[config.mk]
export PLATFORM = sky130hd
export DESIGN_NAME = rim_solver_param_flat
export DESIGN_NICKNAME = d
export VERILOG_FILES = /design/src/rtl/rim_solver_param_if.sv /design/src/rtl/rim_solver_param.sv /design/src/flat_wrapper.sv
export SDC_FILE = /design/constraint.sdc
export NUM_CORES = 1
export LEC_CHECK = 0
export ABC_AREA = 1
export ABC_CLOCK_PERIOD_IN_PS = 6400
export CAP_MARGIN = 20
export CORE_MARGIN = 8
export CORE_UTILIZATION = 45
export DETAILED_ROUTE_END_ITERATION = 10
export PLACE_DENSITY = 0.56
export SETUP_SLACK_MARGIN = 0.4
export SKIP_CTS_REPAIR_TIMING = 1
export SYNTH_ARGS = -nofsm -noshare
export SYNTH_HDL_FRONTEND = slang
export SYNTH_SLANG_ARGS = --single-unit
export TNS_END_PERCENT = 5
[constraint.sdc]
create_clock -name clk -period 6.4 [get_ports clk]
set_clock_uncertainty 0.1 [all_clocks]
set_input_delay 0.64 -clock clk [delete_from_list [all_inputs] [get_ports clk]]
set_output_delay 0.64 -clock clk [all_outputs]
set_load 0.03 [all_outputs]
[src/rtl/rim_solver_param_if.sv]
// -----------------------------------------------------------------------------
// rim_solver_param_if
// Streaming bus between the maze source, the solver and the path consumer.
//   in_valid  : maze row valid (source -> solver)
//   maze[N]   : one maze row, bit c = column c, 1 = open
//   out_valid : path cell valid, or failure pulse (solver -> consumer)
//   out_row   : path cell row    (W bits)
//   out_col   : path cell column (W bits)
//   out_fail  : qualifies out_valid, no path exists
//   busy      : solver is not idle
// master = source/consumer side, slave = solver side.
// -----------------------------------------------------------------------------
interface rim_solver_param_if #(
   parameter int N = 8
) ();
   localparam int W = $clog2(N);

   logic         in_valid;
   logic [N-1:0] maze;
   logic         out_valid;
   logic [W-1:0] out_row;
   logic [W-1:0] out_col;
   logic         out_fail;
   logic         busy;

   modport master (
      output in_valid, maze,
      input  out_valid, out_row, out_col, out_fail, busy
   );

   modport slave (
      input  in_valid, maze,
      output out_valid, out_row, out_col, out_fail, busy
   );
endinterface

[src/rtl/rim_solver_param.sv]
// -----------------------------------------------------------------------------
// rim_solver_param
// Loads an N x N binary maze one row per in_valid cycle, searches a down/right
// path from (0,0) to (N-1,N-1) with a depth-first stack (down preferred), then
// streams the 2N-1 path cells or emits a single failure pulse.
// Ports:
//   clk   : clock, rising edge
//   rst_n : asynchronous active-low reset
//   bus   : rim_solver_param_if.slave (in_valid, maze, out_valid, out_row,
//           out_col, out_fail, busy); all outputs are registered.
// -----------------------------------------------------------------------------
module rim_solver_param #(
   parameter int N = 8
) (
   input  logic              clk,
   input  logic              rst_n,
   rim_solver_param_if.slave bus
);
   localparam int W           = $clog2(N);
   localparam int PATH_LEN    = 2*N - 1;
   localparam int STACK_DEPTH = 2*N - 2;
   localparam int IW          = $clog2(2*N);
   localparam logic [W-1:0]  LAST = W'(N - 1);
   localparam logic [IW-1:0] PLEN = IW'(PATH_LEN);

   typedef enum logic [2:0] {S_IDLE, S_LOAD, S_SOLVE, S_OUTPUT, S_FAIL} state_t;

   typedef struct packed {
      logic [W-1:0]  r;
      logic [W-1:0]  c;
      logic [IW-1:0] idx;
   } entry_t;

   state_t        state_q, state_d;
   logic [W-1:0]  row_cnt_q, row_cnt_d;
   logic [W-1:0]  r_q, r_d, c_q, c_d;
   logic [IW-1:0] idx_q, idx_d;
   logic [IW-1:0] sp_q, sp_d;
   logic [IW-1:0] oidx_q, oidx_d;
   logic          first_q, first_d;
   logic          out_valid_q, out_valid_d;
   logic          out_fail_q, out_fail_d;
   logic [W-1:0]  out_row_q, out_row_d;
   logic [W-1:0]  out_col_q, out_col_d;
   logic          busy_q, busy_d;

   logic [N-1:0]   grid_q  [N];
   logic [N-1:0]   grid_d  [N];
   logic [2*W-1:0] path_q  [PATH_LEN];
   logic [2*W-1:0] path_d  [PATH_LEN];
   entry_t         stack_q [STACK_DEPTH];
   entry_t         stack_d [STACK_DEPTH];

   logic   d_ok, r_ok, blocked;
   entry_t push_e, top_e;

   always_comb begin
      state_d     = state_q;
      row_cnt_d   = row_cnt_q;
      r_d         = r_q;
      c_d         = c_q;
      idx_d       = idx_q;
      sp_d        = sp_q;
      oidx_d      = oidx_q;
      first_d     = first_q;
      out_valid_d = 1'b0;
      out_fail_d  = 1'b0;
      out_row_d   = '0;
      out_col_d   = '0;
      grid_d      = grid_q;
      path_d      = path_q;
      stack_d     = stack_q;
      d_ok        = 1'b0;
      r_ok        = 1'b0;
      blocked     = 1'b0;
      push_e      = '0;
      top_e       = '0;

      // A row outside LOAD always starts a fresh load: from IDLE this is the
      // normal start, from SOLVE/OUTPUT/FAIL it aborts the current maze.
      if (bus.in_valid && (state_q != S_LOAD)) begin
         grid_d[0] = bus.maze;
         row_cnt_d = W'(1);
         sp_d      = '0;
         state_d   = S_LOAD;
      end else begin
         case (state_q)
            S_IDLE: ;
            S_LOAD: begin
               if (bus.in_valid) begin
                  grid_d[row_cnt_q] = bus.maze;
                  if (row_cnt_q == LAST) begin
                     state_d   = S_SOLVE;
                     row_cnt_d = '0;
                     r_d       = '0;
                     c_d       = '0;
                     idx_d     = '0;
                     sp_d      = '0;
                     first_d   = 1'b1;
                  end else begin
                     row_cnt_d = row_cnt_q + 1'b1;
                  end
               end
            end
            S_SOLVE: begin
               // Visited cells become walls so no cell is entered twice.
               grid_d[r_q][c_q] = 1'b0;
               d_ok    = (r_q != LAST) && grid_q[r_q + 1'b1][c_q];
               r_ok    = (c_q != LAST) && grid_q[r_q][c_q + 1'b1];
               // Only the start cell is checked for being a wall itself; a
               // restored branch cell is walled by its earlier visit.
               blocked = first_q && !grid_q[0][0];
               first_d = 1'b0;
               if ((r_q == LAST) && (c_q == LAST)) begin
                  path_d[idx_q] = {r_q, c_q};
                  state_d       = S_OUTPUT;
                  out_valid_d   = 1'b1;
                  {out_row_d, out_col_d} = path_q[0];
                  oidx_d        = IW'(1);
               end else if ((d_ok || r_ok) && !blocked) begin
                  path_d[idx_q] = {r_q, c_q};
                  idx_d         = idx_q + 1'b1;
                  if (d_ok && r_ok) begin
                     push_e.r       = r_q;
                     push_e.c       = c_q;
                     push_e.idx     = idx_q;
                     stack_d[sp_q]  = push_e;
                     sp_d           = sp_q + 1'b1;
                  end
                  if (d_ok) begin
                     r_d = r_q + 1'b1;
                  end else begin
                     c_d = c_q + 1'b1;
                  end
               end else if (sp_q != '0) begin
                  top_e = stack_q[sp_q - 1'b1];
                  r_d   = top_e.r;
                  c_d   = top_e.c;
                  idx_d = top_e.idx;
                  sp_d  = sp_q - 1'b1;
               end else begin
                  state_d     = S_FAIL;
                  out_valid_d = 1'b1;
                  out_fail_d  = 1'b1;
               end
            end
            S_OUTPUT: begin
               if (oidx_q == PLEN) begin
                  state_d = S_IDLE;
               end else begin
                  out_valid_d = 1'b1;
                  {out_row_d, out_col_d} = path_q[oidx_q];
                  oidx_d = oidx_q + 1'b1;
               end
            end
            S_FAIL:  state_d = S_IDLE;
            default: state_d = S_IDLE;
         endcase
      end

      busy_d = (state_d != S_IDLE);
   end

   always_ff @(posedge clk or negedge rst_n) begin
      if (!rst_n) begin
         state_q     <= S_IDLE;
         row_cnt_q   <= '0;
         r_q         <= '0;
         c_q         <= '0;
         idx_q       <= '0;
         sp_q        <= '0;
         oidx_q      <= '0;
         first_q     <= 1'b0;
         out_valid_q <= 1'b0;
         out_fail_q  <= 1'b0;
         out_row_q   <= '0;
         out_col_q   <= '0;
         busy_q      <= 1'b0;
      end else begin
         state_q     <= state_d;
         row_cnt_q   <= row_cnt_d;
         r_q         <= r_d;
         c_q         <= c_d;
         idx_q       <= idx_d;
         sp_q        <= sp_d;
         oidx_q      <= oidx_d;
         first_q     <= first_d;
         out_valid_q <= out_valid_d;
         out_fail_q  <= out_fail_d;
         out_row_q   <= out_row_d;
         out_col_q   <= out_col_d;
         busy_q      <= busy_d;
      end
   end

   // Maze, path and stack storage carry no reset; the stack pointer alone
   // defines which stack entries are live.
   always_ff @(posedge clk) begin
      grid_q  <= grid_d;
      path_q  <= path_d;
      stack_q <= stack_d;
   end

   assign bus.out_valid = out_valid_q;
   assign bus.out_fail  = out_fail_q;
   assign bus.out_row   = out_row_q;
   assign bus.out_col   = out_col_q;
   assign bus.busy      = busy_q;
endmodule

[src/flat_wrapper.sv]
// flat-port wrapper written by rule: the top's interface ports become plain ports
module rim_solver_param_flat 
#(
   parameter int N = 8
)
  (clk, rst_n, bus_in_valid, bus_maze, bus_out_valid, bus_out_row, bus_out_col, bus_out_fail, bus_busy);
  rim_solver_param_if #(.N(N)) bus_i ();
  input  logic clk;
  input  logic rst_n;
  input wire logic [$bits(bus_i.in_valid)-1:0] bus_in_valid;
  input wire logic [$bits(bus_i.maze)-1:0] bus_maze;
  output wire logic [$bits(bus_i.out_valid)-1:0] bus_out_valid;
  output wire logic [$bits(bus_i.out_row)-1:0] bus_out_row;
  output wire logic [$bits(bus_i.out_col)-1:0] bus_out_col;
  output wire logic [$bits(bus_i.out_fail)-1:0] bus_out_fail;
  output wire logic [$bits(bus_i.busy)-1:0] bus_busy;
  assign bus_i.in_valid = bus_in_valid;
  assign bus_i.maze = bus_maze;
  assign bus_out_valid = bus_i.out_valid;
  assign bus_out_row = bus_i.out_row;
  assign bus_out_col = bus_i.out_col;
  assign bus_out_fail = bus_i.out_fail;
  assign bus_busy = bus_i.busy;
  rim_solver_param #(.N(N)) u_core (.clk(clk), .rst_n(rst_n), .bus(bus_i));
endmodule
==> results.toml <==
[run_status]
outcome = "complete, no violations"

[floorplanning]
dieWidth_um = 203
rows = 68
core_um2 = 34500
start_util = 0.456
ioPinCount = 20
die_area_um2 = 41200
dieHeight_um = 203

[route]
drt-total-wl_mm = 45.4
via_per_inst = 5.74
wl_per_cell_um = 22.4
postRouteAntennaNets = 0
drt-met1-wl_mm = 19.4
drt_iter0_drc = 829
num_vias = 11600
route.met2.wl_mm = 21.8
drc_errors = 0
dr.max_layer_used = "met4"
wl_met3_mm = 2.49
drt-pass1-iter-count = 5

[setup_path]
crit_type = "reg2reg"
critical_path_peak_fanout = 24
max_stage_delay_ns = 0.78
setup.worst_path.start_class = "flop"
path_delay_family = "simple AND/OR/NAND/NOR gates"
cp-endpoint = "u_core.stack_q[37]"
r2r_cells = 14
reg2reg_to = "u_core.stack_q[37]"
crit_cells = 14
crit_buf_inv = 1
crit_chain = "ha_1 -> inv_2 -> o211ai_1 -> nand3_1 -> nand3_1 -> nand2_1 -> nor2_1 -> nand2_1 -> nand2_2 -> nand2_4 -> nand2_8 -> nor3_4 -> nand2_1 -> nor2_1"
worst_path_most_repeated_cell = "nand2_1"
arrival_ns = 4.25
cp-startpoint = "u_core.r_q[0]"
r2r_setup_slack_ns = 2.19
worst_path_max_delay_cell = "nor2_1"
crit_path_end_kind = "flop"
required_ns = 6.44
rr_startpoint = "u_core.r_q[0]"

[finish]
drive_gt1_frac = 0.0687
antennaDiodeCount = 0
final_util = 0.507
final_cells = 2026
areaGrowthSynthToFinish_pct = 11.0
final_nets = 1575

[clock_network]
ctsRootBufferMaster = "clkbuf_16"
worstSkewPairLatency_ns = 0.53
h-tree-depth = 2
cts_tree = "yes"
cts_num_sinks = 328
clk_pin_slew_ns = 0.06
cts_buffers = 38
clockBufferDepth = 3

[power_and_ir_drop]
switching_share = 0.365
power_frac_seq = 0.390
pwr-share-clk = 0.300
p_comb_frac = 0.310
p_int_mw = 4.45
peakVddDrop_uv = 227
p_sw_mw = 2.56
power.density_nw_per_um2 = 401
leakage_nw = 6.62

[synthesis]
synthXorXnorAreaFrac = 0.00334
synthFlopType = "edfxtp_1"
synth.area.top_cells = "edfxtp_1 56%, nand2_1 7.7%, dfrtp_1 5.4%"
synth_common_cells = "322 x nand2_1, 294 x edfxtp_1, 140 x o21ai_0"
synth_top_family_by_area = "simple AND/OR/NAND/NOR gates"
ys_seq_elements = 328
synth_nets = 1575
ys_seq_area_frac = 0.615
synth_edf_count = 294
synth.most_common_cell = "nand2_1"
synth_cell_type_count = 44
ys_async_sr_fraction = 0.104
syn_area_per_cell_um2 = 10.2
synth_mux_area_frac = 0
synth_top_area_frac = 0.561
yosysTopAreaCell = "edfxtp_1"
yosys.area_share.simple = 0.167
syn_inst = 1545
synth_compound_area_frac = 0.146
synth_warnings = 0
netlist_area_um2 = 15700
synthAdderAreaFrac = 0.0151

[timing]
tns_ns = 0
slew_headroom = 0.284
final_max_slew_viol_count = 0
rsz0062_at_grt = "false"
setup_viol = 0
min_period_over_period = 0.657
worstMarginPinSlew_ns = 1.07
fmax_mhz = 238
finalCriticalPeriod_ns = 4.21
hold_viol_final = 0

[grt]
grt.total_usage = 0.218
grt_max_degree = 111
grt_first_pass_wirelength_mm = 69.4
grt-ovfl-total = 0
first_global_vias = 11400
antenna_found_initial = 0

[job]
max_cap_violations = 0

[place]
place.gp.congestion = 0.910
hpwl_mm = 29.4
placedCellCount = 1959
portBuffers = 19

[worst_hold_path]
hp-class = "in2async"
-- layout by cell type, fill, tap and decap left out, types with 20 or more instances in the layout --
cell,n
nand2_1,322
edfxtp_1,294
o21ai_0,140
nor2_1,133
nand3_1,124
inv_1,111
a21oi_1,64
o22ai_1,59
clkbuf_16,38
dfrtp_1,32
o211ai_1,29
a22oi_1,21
buf_4,20
-- final cells by class --
| class | instances | area [µm²] |
|---|---|---|
| sequential | 328 | 9680 |
| tap | 455 | 569 |
| inverter | 123 | 462 |
| fill | 3145 | 17000 |
| multi-input combinational | 1015 | 5220 |
| clock inverter | 16 | 194 |
| clock buffer | 50 | 996 |
| timing repair buffer | 39 | 335 |
-- registers in the layout (all words and copies together), names as in the netlist --
register,count
u_core.stack_q,140
u_core.path_q,90
u_core.grid_q,64
u_core.idx_q,4
u_core.oidx_q,4
u_core.sp_q,4
u_core.bus.out_col,3
u_core.bus.out_row,3
u_core.c_q,3
u_core.r_q,3
u_core.row_cnt_q,3
u_core.state_q,3
u_core.bus.busy,1
u_core.bus.out_fail,1
u_core.bus.out_valid,1
u_core.first_q,1
-- worst min-delay path by stage --
stage | startpoint | to | cells past startpoint
2_1_floorplan | rst_n | u_core.bus.busy | 0
3_3_place_gp | u_core.first_q | u_core.first_q | 2
3_5_place_dp | u_core.first_q | u_core.first_q | 2
4_1_cts | rst_n | u_core.oidx_q[3] | 1
5_1_grt | rst_n | u_core.oidx_q[3] | 1
6_report | rst_n | u_core.oidx_q[3] | 1
-- power by group through the flow --
stage | Sequential (mW) | Combinational (mW) | Clock [mW]
5_1_grt | 2.75 | 2.41 | 2.22
2_1_floorplan | 2.71 | 1.54 | 0
6_report | 2.73 | 2.17 | 2.10
3_5_place_dp | 2.77 | 2.16 | 0
4_1_cts | 2.73 | 2.17 | 2.14
3_3_place_gp | 2.77 | 2.15 | 0
-- per-layer routing --
metal  global-route usage  up-vias
li1                     -     5521
met1                0.283     5645
met2                0.360      378
met3               0.0343       89
met4               0.0870        0
met5                    0        -
-- cell families (layout without fill, tap and decap cells) --
family          Yosys count  count (layout)
simple gates            613             613
fa+ha+maj                19              19
xor+xnor                  6               6
compound gates          377             377
buf+inv                 202             228
flops                   328             328
-- stage by stage --
step	cell area (µm²)	power (mW)	hold slack [ns]	worst slack [ns]
2_1_floorplan	15700	4.25	0.244	2.50
3_3_place_gp	16300	4.93	0.385	2.24
3_5_place_dp	16300	4.93	0.411	2.16
4_1_cts	17500	7.04	0.119	2.14
5_1_grt	17500	7.37	0.153	1.78
6_report	17500	7.00	0.112	2.19
Note: power is estimated with default switching activity, not from simulation.
==> patch: new RTL, same flow settings <==
Reset style: synchronous (`rst_n`), changed in one clocked block. Comments in the files are not updated.
--- a/src/rtl/rim_solver_param.sv
+++ b/src/rtl/rim_solver_param.sv
@@ -162,5 +162,5 @@
    end
 
-   always_ff @(posedge clk or negedge rst_n) begin
+   always_ff @(posedge clk) begin
       if (!rst_n) begin
          state_q     <= S_IDLE;
Check against the original RTL: differs if rst_n is asserted again (counterexample within 4 cycles, from zero or initial values and one cycle with rst_n low); with rst_n held inactive, the same outputs for 4 cycles.
==> patch against the original RTL <==
- via count increased by 3.2%
- largest cell class unchanged
- critical endpoint is now u_core.stack_q[57]
- area after synthesis is 1.1% lower
- critical path depth grew 1
- worst setup slack worse by 590 ps
- sequential cell count stayed put
- wire length grew 4.6%
- count of clock-buffer cells in the layout up 4
- cell area down 1.3%
- critical path type unchanged
- synthesized cell count fell by 0.26%
Power is not compared: it rests on default switching activity, and its combinational part moved more than twofold at a synthesized area within 25%.
==> patch: results <==
metrics = {
    "outcome": {
        "status": "completed",
    },
    "worst_hold_path": {
        "hold_path_end": "u_core.first_q",
        "hold_class": "flop to flop",
        "hold_depth": 2,
    },
    "layout": {
        "instances_no_fill": 2012,
        "drive_gt1_share_pct": 7.13,
        "fill_cells": 3157,
        "area_growth_pct": 10.8,
        "diodes": 0,
    },
    "critical_path": {
        "r2r_start": "u_core.r_q[0]",
        "arrival_ps": 4840,
        "reg2reg_slack_ps": 1610,
        "ff2ff_path_depth": 15,
        "crit_fanout": 80,
        "crit_slowest_cell": "dfxtp_4",
        "critical-path-max-stage-delay_ps": 870,
        "r2r_end": "u_core.stack_q[57]",
    },
    "detailed_routing": {
        "wirelength_mm": 47.4,
        "drt_iter0_drc": 1163,
        "vias_per_cell": 5.97,
        "met1_length_mm": 20.7,
        "met3_length_mm": 3.48,
        "wl_met2_mm": 21.6,
    },
    "placement": {
        "dp.cells": 1945,
        "post_dp_cell_area_um2": 16000,
        "gp_congestion": 0.971,
        "pre_cts_slack_ps": 1720,
        "dp_hpwl_mm": 31.3,
    },
    "clocking": {
        "clkLatencyLatePin_ps": 550,
        "cts_buffers": 37,
        "htreeDepth": 2,
        "cts_buffer_depth": 3,
    },
    "global_route": {
        "met2_usage_pct": 35.3,
        "grt_first_pass_wirelength_mm": 71.6,
        "antenna_found_initial": 0,
        "grt_max_degree": 81,
        "grt_pass1_vias": 11400,
        "grt_use_met3_pct": 4.03,
        "use_met1_pct": 31.7,
        "track_usage_pct": 22.8,
    },
    "timing": {
        "whs_ps": 394,
        "min_period_ps": 4790,
        "relSlewSlack_pct": 35.3,
    },
    "yosys": {
        "async_reset_ff_share_pct": 0,
        "synth_xor_xnor_area_share_pct": 0.225,
        "synth_fa_ha_area_share_pct": 1.29,
        "yosys-top-cells-count": "294 x edfxtp_1, 280 x nand2_1, 178 x nor2_1",
        "synth_compound_area_share_pct": 14.4,
        "synthTopCellsByArea": "edfxtp_1 57%, nand2_1 6.8%, o21ai_0 4.9%",
        "ys_types": 47,
        "synth-seq-area-share_pct": 61.1,
        "syn_nets": 1568,
        "synth_cells": 1541,
    },
    "power": {
        "ir_drop_uv": 225,
    },
}
-- patch: changes by cell type in the layout (fill, tap and decap cells not counted), moves of 10 or more --
| cell | change |
|---|---|
| a21oi_1 | +13 |
| dfrtp_1 | -32 |
| nand3_1 | -27 |
| nand4_1 | +18 |
| nor2_1 | +44 |
| dfxtp_1 | +30 |
| a22oi_1 | -10 |
| nand2_1 | -42 |
| nor3_1 | +16 |
| o2111ai_1 | +18 |
| o21ai_0 | +12 |
| o211ai_1 | -10 |
| inv_1 | -22 |
-- patch: power by group --
part | total [mW] | leakage [nW] | switching, mW | internal, mW
clock network | 2.14 | 0.582 | 0.876 | 1.26
registers | 2.38 | 3.06 | 0.0369 | 2.34
logic | 0.425 | 2.50 | 0.316 | 0.109
-- patch: final cells by class --
type / count / area share, %
clock buffers: 54 / 6.04
clock inverters: 13 / 1.06
inverters: 98 / 2.15
multi-input cells: 1029 / 30.4
flip-flops and latches: 328 / 55.2
well taps: 455 / 3.30
repair buffers: 35 / 1.80
